<file path="src/rtl/sprite_plot_scheduler.sv">
// Two-requester 4x4 sprite redraw scheduler for a vga_adapter: erases the old
// sprite position (if any), draws the new one, then pulses done for that requester.
module sprite_plot_scheduler #(
    parameter int X_MAX = 156,
    parameter int Y_MAX = 116
) (
    input  logic       clk,
    input  logic       reset,
    input  logic [1:0] req,
    input  logic [7:0] x0,
    input  logic [7:0] x1,
    input  logic [6:0] y0,
    input  logic [6:0] y1,
    input  logic [2:0] colour0,
    input  logic [2:0] colour1,
    output logic [7:0] x_out,
    output logic [6:0] y_out,
    output logic [2:0] colour_out,
    output logic       plot,
    output logic       busy,
    output logic [1:0] done
);

    localparam logic [7:0] X_LIM = X_MAX[7:0];
    localparam logic [6:0] Y_LIM = Y_MAX[6:0];

    typedef enum logic [1:0] {IDLE, ERASE, DRAW, DONE} state_t;

    state_t          state;
    logic [3:0]      cnt;
    logic            rr_ptr;
    logic            gnt;
    logic [7:0]      new_x;
    logic [6:0]      new_y;
    logic [2:0]      new_colour;
    logic [1:0]      old_valid;
    logic [1:0][7:0] old_x;
    logic [1:0][6:0] old_y;

    logic       pick;
    logic [7:0] sel_x;
    logic [6:0] sel_y;
    logic [2:0] sel_colour;

    // rr_ptr names the requester preferred on a tie: always the one not served last.
    always_comb begin
        pick = 1'b0;
        if (req == 2'b11)
            pick = rr_ptr;
        else
            pick = req[1];
        sel_x      = pick ? x1 : x0;
        sel_y      = pick ? y1 : y0;
        sel_colour = pick ? colour1 : colour0;
    end

    always_ff @(posedge clk or posedge reset) begin
        if (reset) begin
            state      <= IDLE;
            cnt        <= 4'd0;
            rr_ptr     <= 1'b0;
            gnt        <= 1'b0;
            new_x      <= 8'd0;
            new_y      <= 7'd0;
            new_colour <= 3'd0;
            old_valid  <= 2'b00;
            old_x      <= '0;
            old_y      <= '0;
        end else begin
            case (state)
                IDLE: begin
                    if (req != 2'b00) begin
                        gnt        <= pick;
                        new_x      <= (sel_x > X_LIM) ? X_LIM : sel_x;
                        new_y      <= (sel_y > Y_LIM) ? Y_LIM : sel_y;
                        new_colour <= sel_colour;
                        cnt        <= 4'd0;
                        state      <= old_valid[pick] ? ERASE : DRAW;
                    end
                end
                ERASE: begin
                    cnt <= cnt + 4'd1;
                    if (cnt == 4'd15)
                        state <= DRAW;
                end
                DRAW: begin
                    cnt <= cnt + 4'd1;
                    if (cnt == 4'd15)
                        state <= DONE;
                end
                DONE: begin
                    old_x[gnt]     <= new_x;
                    old_y[gnt]     <= new_y;
                    old_valid[gnt] <= 1'b1;
                    rr_ptr         <= ~gnt;
                    state          <= IDLE;
                end
                default: state <= IDLE;
            endcase
        end
    end

    // Pixel outputs depend only on registered state, so reset clears them at once.
    always_comb begin
        x_out      = 8'd0;
        y_out      = 7'd0;
        colour_out = 3'd0;
        plot       = 1'b0;
        case (state)
            ERASE: begin
                plot  = 1'b1;
                x_out = old_x[gnt] + {6'd0, cnt[1:0]};
                y_out = old_y[gnt] + {5'd0, cnt[3:2]};
            end
            DRAW: begin
                plot       = 1'b1;
                x_out      = new_x + {6'd0, cnt[1:0]};
                y_out      = new_y + {5'd0, cnt[3:2]};
                colour_out = new_colour;
            end
            default: ;
        endcase
        busy = (state != IDLE);
        done = (state == DONE) ? (gnt ? 2'b10 : 2'b01) : 2'b00;
    end

endmodule

</file>
<file path="config.mk">
export PLATFORM = sky130hd
export DESIGN_NAME = sprite_plot_scheduler
export DESIGN_NICKNAME = d
export VERILOG_FILES = /design/src/rtl/sprite_plot_scheduler.sv
export SDC_FILE = /design/constraint.sdc
export NUM_CORES = 1
export LEC_CHECK = 0
export ABC_AREA = 0
export ABC_CLOCK_PERIOD_IN_PS = 2900
export CAP_MARGIN = 10
export CORE_MARGIN = 4
export CORE_UTILIZATION = 30
export CTS_BUF_LIST = sky130_fd_sc_hd__clkbuf_8
export DETAILED_ROUTE_END_ITERATION = 7
export PLACE_DENSITY_LB_ADDON = 0.1
export SYNTH_ARGS = -nofsm -noshare
export SYNTH_HDL_FRONTEND = slang
export SYNTH_SLANG_ARGS = --single-unit
</file>
<file path="constraint.sdc">
create_clock -name clk -period 2.9 [get_ports clk]
set_input_delay 0.58 -clock clk [delete_from_list [all_inputs] [get_ports clk]]
set_output_delay 0.58 -clock clk [all_outputs]
set_load 0.005 [all_outputs]
</file>
==> impl_metrics.sql <==
INSERT INTO impl_metrics (metric_group, metric, value, unit) VALUES
('clocking', 'clkSinkCount', '58', ''),
('synthesis', 'post_synth_num_cell_types', '46', ''),
('pwr', 'worst_ir_drop_vdd', '354', 'uV'),
('pwr', 'cellLeakagePower', '2.19', 'nW'),
('pwr', 'netSwitchingPower', '2.26', 'mW'),
('setup_path', 'cp_data_required_time', '2.32', 'ns'),
('grt', 'groute.layer.met3.usage', '4.12', '%'),
('grt', 'globalRoute.busiestLayer', 'met2', ''),
('grt', 'grt_pass1_vias', '2860', ''),
('run_status', 'result_of_the_run', 'finished, violations left', ''),
('clocking', 'clock_tree_from_tritoncts', 'done', ''),
('setup_path', 'criticalPathCategory', 'flip-flop to output port', ''),
('clocking', 'clkSlewWorstSetupHoldPaths', '0.07', 'ns'),
('setup_path', 'timing.critical_path.slowest_stage_cell', 'sky130_fd_sc_hd__dfrtp_1', ''),
('synthesis', 'synthesized_area_per_cell', '10.8', 'um^2'),
('run', 'cap_violations', '0', ''),
('clocking', 'cts_root_buf', 'sky130_fd_sc_hd__clkbuf_8', ''),
('setup_path', 'worstPathMaxFanout', '4', ''),
('place', 'detailedPlacementHpwl', '6330', 'um'),
('route', 'via_count', '2624', ''),
('clocking', 'cts_buffers', '9', ''),
('place', 'place.port_buffers', '61', ''),
('pwr', 'powerDensity', '1210', 'nW/um^2'),
('route', 'post_detailed_routing_wire_length', '8610', 'um'),
('timing', 'setup_viol', '5', ''),
('setup_path', 'setup.worst_path.start_class', 'flip-flop', ''),
('final_layout', 'final_cells', '557', ''),
('timing', 'finalClockSkew', '0.00652', 'ns'),
('grt', 'global_route.overflow_total', '0', ''),
('final_layout', 'antenna_cells', '0', ''),
('synthesis', 'synth_ff_type', 'sky130_fd_sc_hd__dfrtp_1', ''),
('setup_path', 'arrival', '2.56', 'ns'),
('grt', 'grtUsageTotal', '14.4', '%'),
('grt', 'grt_first_pass_wirelength', '14500', 'um'),
('clocking', 'clkLatencyLatePin', '0.34', 'ns'),
('synthesis', 'synth.cell_area', '3310', 'um^2'),
('place', 'detailed_place.area', '4330', 'um^2'),
('final_layout', 'fin_nets', '464', ''),
('synthesis', 'fraction_of_the_mapped_netlist_area_in_compound_gates', '10.6', '%'),
('hold_path', 'kind_of_path_behind_the_tightest_hold_check', 'flip-flop to flip-flop', ''),
('synthesis', 'syn_nets', '360', ''),
('timing', 'final.setup.tns', '-0.587', 'ns'),
('timing', 'finalWorstSetupSlack', '-0.243', 'ns'),
('timing', 'tightestPinTransition', '0.520', 'ns'),
('floorplanning', 'io-pin-count', '62', ''),
('route', 'post-route-drc-count', '0', ''),
('grt', 'global_route.usage.met2', '22.0', '%'),
('synthesis', 'syn_inst', '308', ''),
('synthesis', 'number_of_enable_flip_flop_cells_after_synthesis', '0', ''),
('synthesis', 'synth_top_family_by_area', 'multiplexers', ''),
('route', 'post_drt_wl_per_cell', '15.5', 'um'),
('floorplanning', 'core_area', '10800', 'um^2'),
('setup_path', 'worstPathCellList', 'ha_4, buf_6, o21ai_4, ha_4, fa_2, or3b_4, or3_1, a21o_1, buf_2', ''),
('place', 'dp_cells', '530', ''),
('run_status', 'violations', 'setup timing', ''),
('route', 'drt_first_pass_iters', '4', ''),
('grt', 'grt_use_met1', '19.9', '%'),
('clocking', 'clock_path_buffers', '2', ''),
('timing', 'unrepaired_setup_endpoints_after_global_routing', 'true', ''),
('grt', 'maximum_number_of_pins_on_one_net_before_global_route_repair', '34', ''),
('place', 'globalplace.congestion', '0.757', ''),
('pwr', 'p_sw_share', '37.8', '%'),
('timing', 'fin_hold_ws', '0.478', 'ns'),
('synthesis', 'post_synth_fa_ha_maj_area_fraction', '4.98', '%'),
('final_layout', 'area_delta_synth_final', '48.6', '%'),
('route', 'route.antenna.remaining_nets', '0', ''),
('timing', 'max_slew_margin', '65.1', '%'),
('pwr', 'pwr-share-clk', '15.4', '%'),
('floorplanning', 'design.die.area', '12800', 'um^2'),
('setup_path', 'cp_slowest_stage_delay', '0.41', 'ns'),
('timing', 'fin_crit', '3.14', 'ns');
## timing repair
| action | 4_1_cts | 5_1_grt |
|---|---|---|
| gates resized for setup | 76 | 38 |
| hold endpoints to repair | 0 | 0 |
| setup buffers | 8 | 4 |
| setup endpoints to repair | 13 | 13 |
| pin swaps | 17 | 20 |
## layer usage
layer	vias up	wire length, um
li1	1313	-
met1	1236	4340
met3	8	376
met5	-	0
met2	67	3780
met4	0	108
## cells in the mapped netlist (6+ instances only)
cell type	count	area [um^2]
sky130_fd_sc_hd__nor2_1	20	75.1
sky130_fd_sc_hd__inv_1	12	45.0
sky130_fd_sc_hd__clkbuf_1	6	22.5
sky130_fd_sc_hd__and2_1	8	50.1
sky130_fd_sc_hd__ha_1	10	125
sky130_fd_sc_hd__nand2_1	27	101
sky130_fd_sc_hd__a21oi_1	6	30.0
sky130_fd_sc_hd__mux2i_1	28	280
sky130_fd_sc_hd__xor2_1	6	52.6
sky130_fd_sc_hd__mux2_2	39	439
sky130_fd_sc_hd__dfrtp_1	58	1450
sky130_fd_sc_hd__a211oi_1	7	52.6
sky130_fd_sc_hd__o21ai_0	26	130
## sequential cells by signal, indices dropped and copies added (netlist names)
signal / cells
old_x: 16
old_y: 14
new_x: 8
new_y: 7
cnt: 4
new_colour: 3
old_valid: 2
state: 2
gnt: 1
rr_ptr: 1
## power groups by stage
stage               clock network, mW  registers [mW]  logic, mW
floorplan                           0            1.38       1.75
global placement                    0            1.47       3.05
detailed placement                  0            1.48       3.05
CTS                             0.940            1.50       3.38
global route                    0.985            1.58       3.88
finish                          0.921            1.53       3.51
## metrics by stage
step                utilization (%)  setup WS, ns
global placement               40.0        -0.176
finish                         45.4        -0.243
CTS                            44.5        -0.287
global route                   45.4        -0.342
floorplan                         -        0.0477
detailed placement             40.0        -0.201
## final timing paths
path / endpoint / depth (start not counted) / from / slack, ns
setup / recovery: x_out[6] / 9 / state[1] / -0.24
hold / removal: new_colour[2] / 2 / new_colour[2] / 0.48
setup reg to reg: cnt[3] / 10 / state[1] / 0.62
hold reg to reg: new_colour[2] / 2 / new_colour[2] / 0.48
max in group asynchronous: gnt / 3 / reset / 1.87
min in group asynchronous: old_x[11] / 2 / reset / 0.52
## worst max-delay path: cells and delay by family, from the launching register on
family | cells | cell delay, ns
compound gates | 2 | 0.31
fa+ha+maj | 3 | 0.55
buf+inv | 2 | 0.25
flops | 1 | 0.41
simple gates | 2 | 0.69
## cells by family (layout without fill, tap and decap cells)
logic type,after synthesis,after routing
XOR/XNOR,10,10
AND/OR/NAND/NOR,75,75
AO/OA/AOI/OAI,56,56
adder cells (fa/ha/maj),12,12
flip-flops,58,58
buffers and inverters,26,135
multiplexers,71,71
## layout make-up
type	instances	area, um^2
timing repair buffer	106	970
multi-input combinational	224	2020
clock inverter	6	106
tap	140	175
sequential	58	1450
fill	1041	5920
inverter	13	61.3
clock buffer	10	138
## layout by cell type, fill, tap and decap left out, types with 3 or more instances in the layout
cell type                          n
sky130_fd_sc_hd__nand3_1           4
sky130_fd_sc_hd__buf_2             9
sky130_fd_sc_hd__mux2_2           39
sky130_fd_sc_hd__ha_1              4
sky130_fd_sc_hd__clkbuf_2          3
sky130_fd_sc_hd__inv_1            11
sky130_fd_sc_hd__mux2i_4           8
sky130_fd_sc_hd__ha_4              4
sky130_fd_sc_hd__o21ai_4           3
sky130_fd_sc_hd__bufinv_16         3
sky130_fd_sc_hd__mux2i_1          19
sky130_fd_sc_hd__a211oi_1          7
sky130_fd_sc_hd__o22a_1            3
sky130_fd_sc_hd__xnor2_1           4
sky130_fd_sc_hd__inv_2             3
sky130_fd_sc_hd__and2_1            8
sky130_fd_sc_hd__a21oi_1           4
sky130_fd_sc_hd__a21o_1            4
sky130_fd_sc_hd__nand2b_1          4
sky130_fd_sc_hd__clkbuf_8         10
sky130_fd_sc_hd__dfrtp_1          57
sky130_fd_sc_hd__o21ai_0          22
sky130_fd_sc_hd__mux2i_2           3
sky130_fd_sc_hd__clkdlybuf4s50_1  48
sky130_fd_sc_hd__xor2_1            6
sky130_fd_sc_hd__nand2_1          24
sky130_fd_sc_hd__nor2_1           19
sky130_fd_sc_hd__buf_6            11
sky130_fd_sc_hd__buf_4            30
No activity file was read; power rests on OpenSTA's default activity.
